File: config.mk
export PLATFORM = sky130hd
export DESIGN_NAME = uart_prog_loader_flat
export DESIGN_NICKNAME = d
export VERILOG_FILES = /design/src/rtl/uart_prog_loader_if.sv /design/src/rtl/uart_prog_loader.sv /design/src/flat_wrapper.sv
export SDC_FILE = /design/constraint.sdc
export NUM_CORES = 1
export LEC_CHECK = 0
export CAP_MARGIN = 30
export CORE_ASPECT_RATIO = 0.75
export CORE_MARGIN = 10
export CORE_UTILIZATION = 40
export CTS_BUF_LIST = sky130_fd_sc_hd__clkbuf_4 sky130_fd_sc_hd__clkbuf_8
export DETAILED_ROUTE_END_ITERATION = 12
export GPL_TIMING_DRIVEN = 0
export SLEW_MARGIN = 5
export SYNTH_ARGS = -nofsm -noshare
export SYNTH_HDL_FRONTEND = slang
export SYNTH_SLANG_ARGS = --single-unit
File: constraint.sdc
create_clock -name clk -period 4.8 [get_ports clk]
set_clock_uncertainty 0.1 [all_clocks]
set_input_delay 0.48 -clock clk [delete_from_list [all_inputs] [get_ports clk]]
set_output_delay 0.48 -clock clk [all_outputs]
set_load 0.005 [all_outputs]
File: src/rtl/uart_prog_loader_if.sv
// Loader bus: FWFT receive-FIFO read side plus the ready-handshaked instruction-memory write port.
interface uart_prog_loader_if #(
  parameter int ADDR_W = 32
);
  logic [7:0]        rx_dout;
  logic              rx_empty;
  logic              rx_rd_en;
  logic              mem_we;
  logic [ADDR_W-1:0] mem_addr;
  logic [31:0]       mem_wdata;
  logic              mem_ready;

  modport master (
    input  rx_dout, rx_empty, mem_ready,
    output rx_rd_en, mem_we, mem_addr, mem_wdata
  );
  modport slave (
    output rx_dout, rx_empty, mem_ready,
    input  rx_rd_en, mem_we, mem_addr, mem_wdata
  );
endinterface

File: src/rtl/uart_prog_loader.sv
// Drains a length-prefixed little-endian byte stream from the UART RX FIFO and
// writes it as 32-bit words into instruction memory, then raises done.
module uart_prog_loader #(
  parameter int          ADDR_W    = 32,
  parameter logic [31:0] BASE_ADDR = 32'h0000_0000
) (
  input  logic               clk,
  input  logic               rst,
  input  logic               start,
  uart_prog_loader_if.master bus,
  output logic               busy,
  output logic               done,
  output logic [31:0]        word_cnt
);
  typedef enum logic [2:0] {S_IDLE, S_SIZE, S_DATA, S_WRITE, S_DONE} state_t;

  state_t            state_q, state_d;
  logic [1:0]        byte_idx;
  logic [23:0]       part;
  logic [31:0]       len;
  logic [31:0]       word;
  logic [ADDR_W-1:0] addr;
  logic [31:0]       wdata;
  logic              rd;
  logic              arm;
  logic              accept;

  // Full word as it stands once the current head byte becomes byte 3.
  assign word   = {bus.rx_dout, part};
  assign arm    = start && (state_q == S_IDLE || state_q == S_DONE);
  assign accept = (state_q == S_WRITE) && bus.mem_ready;

  always_ff @(posedge clk or posedge rst) begin
    if (rst) state_q <= S_IDLE;
    else     state_q <= state_d;
  end

  always_comb begin
    state_d = state_q;
    rd      = 1'b0;
    case (state_q)
      S_IDLE:  if (start) state_d = S_SIZE;
      S_SIZE: begin
        rd = !bus.rx_empty;
        if (rd && byte_idx == 2'd3) state_d = (word == 32'd0) ? S_DONE : S_DATA;
      end
      S_DATA: begin
        rd = !bus.rx_empty;
        if (rd && byte_idx == 2'd3) state_d = S_WRITE;
      end
      S_WRITE: if (bus.mem_ready) state_d = (word_cnt + 32'd1 == len) ? S_DONE : S_DATA;
      S_DONE:  if (start) state_d = S_SIZE;
      default: state_d = S_IDLE;
    endcase
  end

  always_ff @(posedge clk or posedge rst) begin
    if (rst) begin
      byte_idx <= 2'd0;
      part     <= 24'd0;
      len      <= 32'd0;
      word_cnt <= 32'd0;
      addr     <= ADDR_W'(BASE_ADDR);
      wdata    <= 32'd0;
    end else begin
      if (arm) begin
        byte_idx <= 2'd0;
        part     <= 24'd0;
        len      <= 32'd0;
        word_cnt <= 32'd0;
        addr     <= ADDR_W'(BASE_ADDR);
      end
      if (rd) begin
        byte_idx <= byte_idx + 2'd1;
        if (byte_idx != 2'd3) part[{byte_idx, 3'b000} +: 8] <= bus.rx_dout;
        else if (state_q == S_SIZE) len <= word;
        else wdata <= word;
      end
      if (accept) begin
        word_cnt <= word_cnt + 32'd1;
        addr     <= addr + ADDR_W'(4);
      end
    end
  end

  assign bus.rx_rd_en  = rd;
  assign bus.mem_we    = (state_q == S_WRITE);
  assign bus.mem_addr  = addr;
  assign bus.mem_wdata = wdata;
  assign busy          = (state_q == S_SIZE) || (state_q == S_DATA) || (state_q == S_WRITE);
  assign done          = (state_q == S_DONE);
endmodule

File: src/flat_wrapper.sv
// flat-port wrapper written by rule: the top's interface ports become plain ports
module uart_prog_loader_flat 
#(
  parameter int          ADDR_W    = 32,
  parameter logic [31:0] BASE_ADDR = 32'h0000_0000
)
  (clk, rst, start, busy, done, word_cnt, bus_rx_dout, bus_rx_empty, bus_mem_ready, bus_rx_rd_en, bus_mem_we, bus_mem_addr, bus_mem_wdata);
  uart_prog_loader_if #(.ADDR_W(ADDR_W)) bus_i ();
  input  logic clk;
  input  logic rst;
  input  logic start;
  output logic busy;
  output logic done;
  output logic [31:0] word_cnt;
  input wire logic [$bits(bus_i.rx_dout)-1:0] bus_rx_dout;
  input wire logic [$bits(bus_i.rx_empty)-1:0] bus_rx_empty;
  input wire logic [$bits(bus_i.mem_ready)-1:0] bus_mem_ready;
  output wire logic [$bits(bus_i.rx_rd_en)-1:0] bus_rx_rd_en;
  output wire logic [$bits(bus_i.mem_we)-1:0] bus_mem_we;
  output wire logic [$bits(bus_i.mem_addr)-1:0] bus_mem_addr;
  output wire logic [$bits(bus_i.mem_wdata)-1:0] bus_mem_wdata;
  assign bus_i.rx_dout = bus_rx_dout;
  assign bus_i.rx_empty = bus_rx_empty;
  assign bus_i.mem_ready = bus_mem_ready;
  assign bus_rx_rd_en = bus_i.rx_rd_en;
  assign bus_mem_we = bus_i.mem_we;
  assign bus_mem_addr = bus_i.mem_addr;
  assign bus_mem_wdata = bus_i.mem_wdata;
  uart_prog_loader #(.ADDR_W(ADDR_W), .BASE_ADDR(BASE_ADDR)) u_core (.clk(clk), .rst(rst), .start(start), .bus(bus_i), .busy(busy), .done(done), .word_cnt(word_cnt));
endmodule
==> impl_metrics.tcl <==
set metrics [dict create \
    p_sw_frac 0.334 \
    wl_per_cell_um 19.2 \
    final_common_cell "dfrtp_1" \
    ios 113 \
    rsz0062_at_grt "no" \
    clock_latency_ns 0.46 \
    holdBufCountCts 0 \
    max_freq_mhz 277 \
    cts.clk_slew.worst_paths_ns 0.10 \
    yosysTopAreaCell "dfrtp_1" \
    area_growth_pct 24.0 \
    place_hpwl_um 16500 \
    clock_sinks 155 \
    core_area_sq_um 19200 \
    setup.worst_path.end_class "register" \
    reg2reg_setup_slack_ns 1.19 \
    fin_nets 940 \
    grt_use_met3 0.0501 \
    grtUsageMet2 0.237 \
    grt_overflow 0 \
    critPathRequiredTime_ns 5.09 \
    clkPwrFrac 0.293 \
    syn_inst 788 \
    yosysWarningCount 0 \
    synth_ff_type "dfrtp_1" \
    grt_pass1_vias 6271 \
    synth_seq_cells 155 \
    ys_seq_area_frac 0.498 \
    setup_viol 0 \
    worstMarginPinSlew_ns 0.863 \
    drt-total-wl_um 22700 \
    grt_max_degree 95 \
    crit_fanout 9 \
    routabilityCongestion 0.882 \
    power_density_nw_per_um2 355 \
    diodes 0 \
    netSwitchingPower_mw 1.14 \
    dp_slack_ns 1.26 \
    period_needed_ns 3.61 \
    num_vias 6517 \
    final_cell_mix "dfrtp_1 (155), nand2_1 (114), clkdlybuf4s50_1 (110)" \
    cts-root-buf "clkbuf_8" \
    start_kind "register" \
    drv_slew 0 \
    finalHoldViolCount 0 \
    post-cts-setup-buffers 0 \
    arrival_ns 3.90 \
    cts-resized-gates 0 \
    setup_tns_ns 0 \
    antenna_found_initial 0 \
    die-area_sq_um 25500 \
    p_leak_nw 4.14 \
    grt.busiest_layer "met1" \
    numCtsBuffers 17 \
    drv_cap 0 \
    grt_pass1_wl_um 36800 \
    syn_area_sq_um 7780 \
    post_synth.cell_area_avg_sq_um 9.88 \
    seqPwrFrac 0.452 \
    synth_cell_types 60 \
    synth_edf_count 0 \
    internal_power_mw 2.28 \
    first_iter_violations 508 \
    outcome "completed" \
    dieWidth_um 181 \
    dr.pass1.iters 5 \
    hold_path_class "primary input to asynchronous set/reset pin" \
    grt_usage 0.179 \
    peakVddDrop_uv 294 \
    relSlewSlack 0.423 \
    cts_buffer_depth 2 \
    drive_gt1_frac 0.101 \
    rows 44 \
    synth.area.top_cells "dfrtp_1 (50%), nand2_1 (5.5%), o21ai_0 (5.3%)" \
    start_util 0.405 \
    synth_top_area_frac 0.498 \
    via_per_inst 5.50 \
    remaining_drc_errors 0 \
    period_share 0.753 \
    comb_power_share 0.255 \
    cts_tree "done" \
    cts_htree_levels 4 \
    crit_type "register to register" \
    die_h_um 141 \
    drtAntennaViolNets 0 \
    setup_slack_ns 1.19 \
    io_buffers 110 \
    async_flop_share 1.00 \
    grt_use_met1 0.274 \
]
## critical path: stages (launching register included)
cell and delay, ns:
dfrtp_1 0.50, ha_1 0.31, nand3_1 0.37, nor4_4 0.46, nand4_1 0.37, and3b_1 0.30
a211o_1 0.27, nor4_1 0.46, a41oi_1 0.22, o2bb2ai_1 0.19
## power groups by stage
stage          logic [mW]  registers, mW  clock network (mW)
2_1_floorplan       0.519           1.54                   0
3_3_place_gp        0.869           1.57                   0
3_5_place_dp        0.878           1.57                   0
4_1_cts             0.884           1.55                1.03
5_1_grt             0.978           1.57                1.08
6_report            0.873           1.55                1.00
## per-stage QoR
stage / hold WS (ns) / cells / utilization / power (mW) / area, sq um
6_report: 0.331 / 1185 / 0.502 / 3.42 / 9650
5_1_grt: 0.349 / 1185 / 0.502 / 3.63 / 9650
4_1_cts: 0.341 / 1185 / 0.502 / 3.46 / 9650
3_5_place_dp: 0.396 / 1154 / 0.482 / 2.45 / 9260
3_3_place_gp: 0.388 / 1152 / 0.479 / 2.44 / 9210
2_1_floorplan: 0.388 / 789 / - / 2.06 / 7790
## state kept, by name, summed over array words and instances, names as in the netlist
name,flops
u_core.bus.mem_wdata,32
u_core.len,32
u_core.word_cnt,32
u_core.bus.mem_addr,30
u_core.part,24
u_core.state_q,3
u_core.byte_idx,2
## kinds of logic after synthesis
family / Yosys count / synth area share
flip-flops: 155 / 0.498
AND/OR/NAND/NOR: 282 / 0.184
other: 1 / 0.000482
AO/OA/AOI/OAI: 195 / 0.166
buffers and inverters: 62 / 0.0326
XOR/XNOR: 48 / 0.0540
multiplexers: 38 / 0.0542
adder cells (fa/ha/maj): 7 / 0.0112
## per-layer routing
layer | up-vias | share of wire
met4 | 0 | 0.011
met3 | 19 | 0.069
li1 | 3158 | -
met1 | 3141 | 0.52
met2 | 199 | 0.40
met5 | - | 0
## cell usage after synthesis, drive strengths merged (3+ instances only)
master / instances
a211oi: 3
a21o: 7
a21oi: 15
a22o: 26
a31oi: 4
and2: 6
and3: 13
and4: 4
buf: 13
clkbuf: 35
dfrtp: 155
ha: 7
inv: 14
mux2: 33
mux2i: 5
nand2: 114
nand2b: 3
nand3: 37
nand4: 25
nor2: 36
nor3: 9
nor4: 14
nor4b: 4
o211ai: 11
o21ai: 83
o31ai: 27
o41ai: 5
or2: 3
or3: 7
xnor2: 28
xor2: 20
## layout make-up
type,count,area (sq um)
Clock buffer,19,249
Timing Repair Buffer,112,1140
Tap cell,253,317
Fill cell,1806,9560
Buffer,48,201
Multi-Input combinational cell,572,3670
Inverter,14,60.1
Clock inverter,12,140
Sequential cell,155,3880
## final timing paths
kind | from | endpoint | depth (start not counted)
worst max register to register | u_core.word_cnt[0]$_DFFE_PP0P_ | u_core.state_q[2]$_DFFE_PP0P_ | 9
worst min register to register | u_core.bus.mem_addr[17]$_DFFE_PP0P_ | u_core.bus.mem_addr[17]$_DFFE_PP0P_ | 1
worst min-delay path | rst | u_core.bus.mem_addr[31]$_DFFE_PP0P_ | 2
max in group asynchronous | rst | u_core.word_cnt[1]$_DFFE_PP0P_ | 3
min in group clk | u_core.bus.mem_addr[17]$_DFFE_PP0P_ | u_core.bus.mem_addr[17]$_DFFE_PP0P_ | 1
worst max-delay path | u_core.word_cnt[0]$_DFFE_PP0P_ | u_core.state_q[2]$_DFFE_PP0P_ | 9
Note: power is estimated with default switching activity, not from simulation.
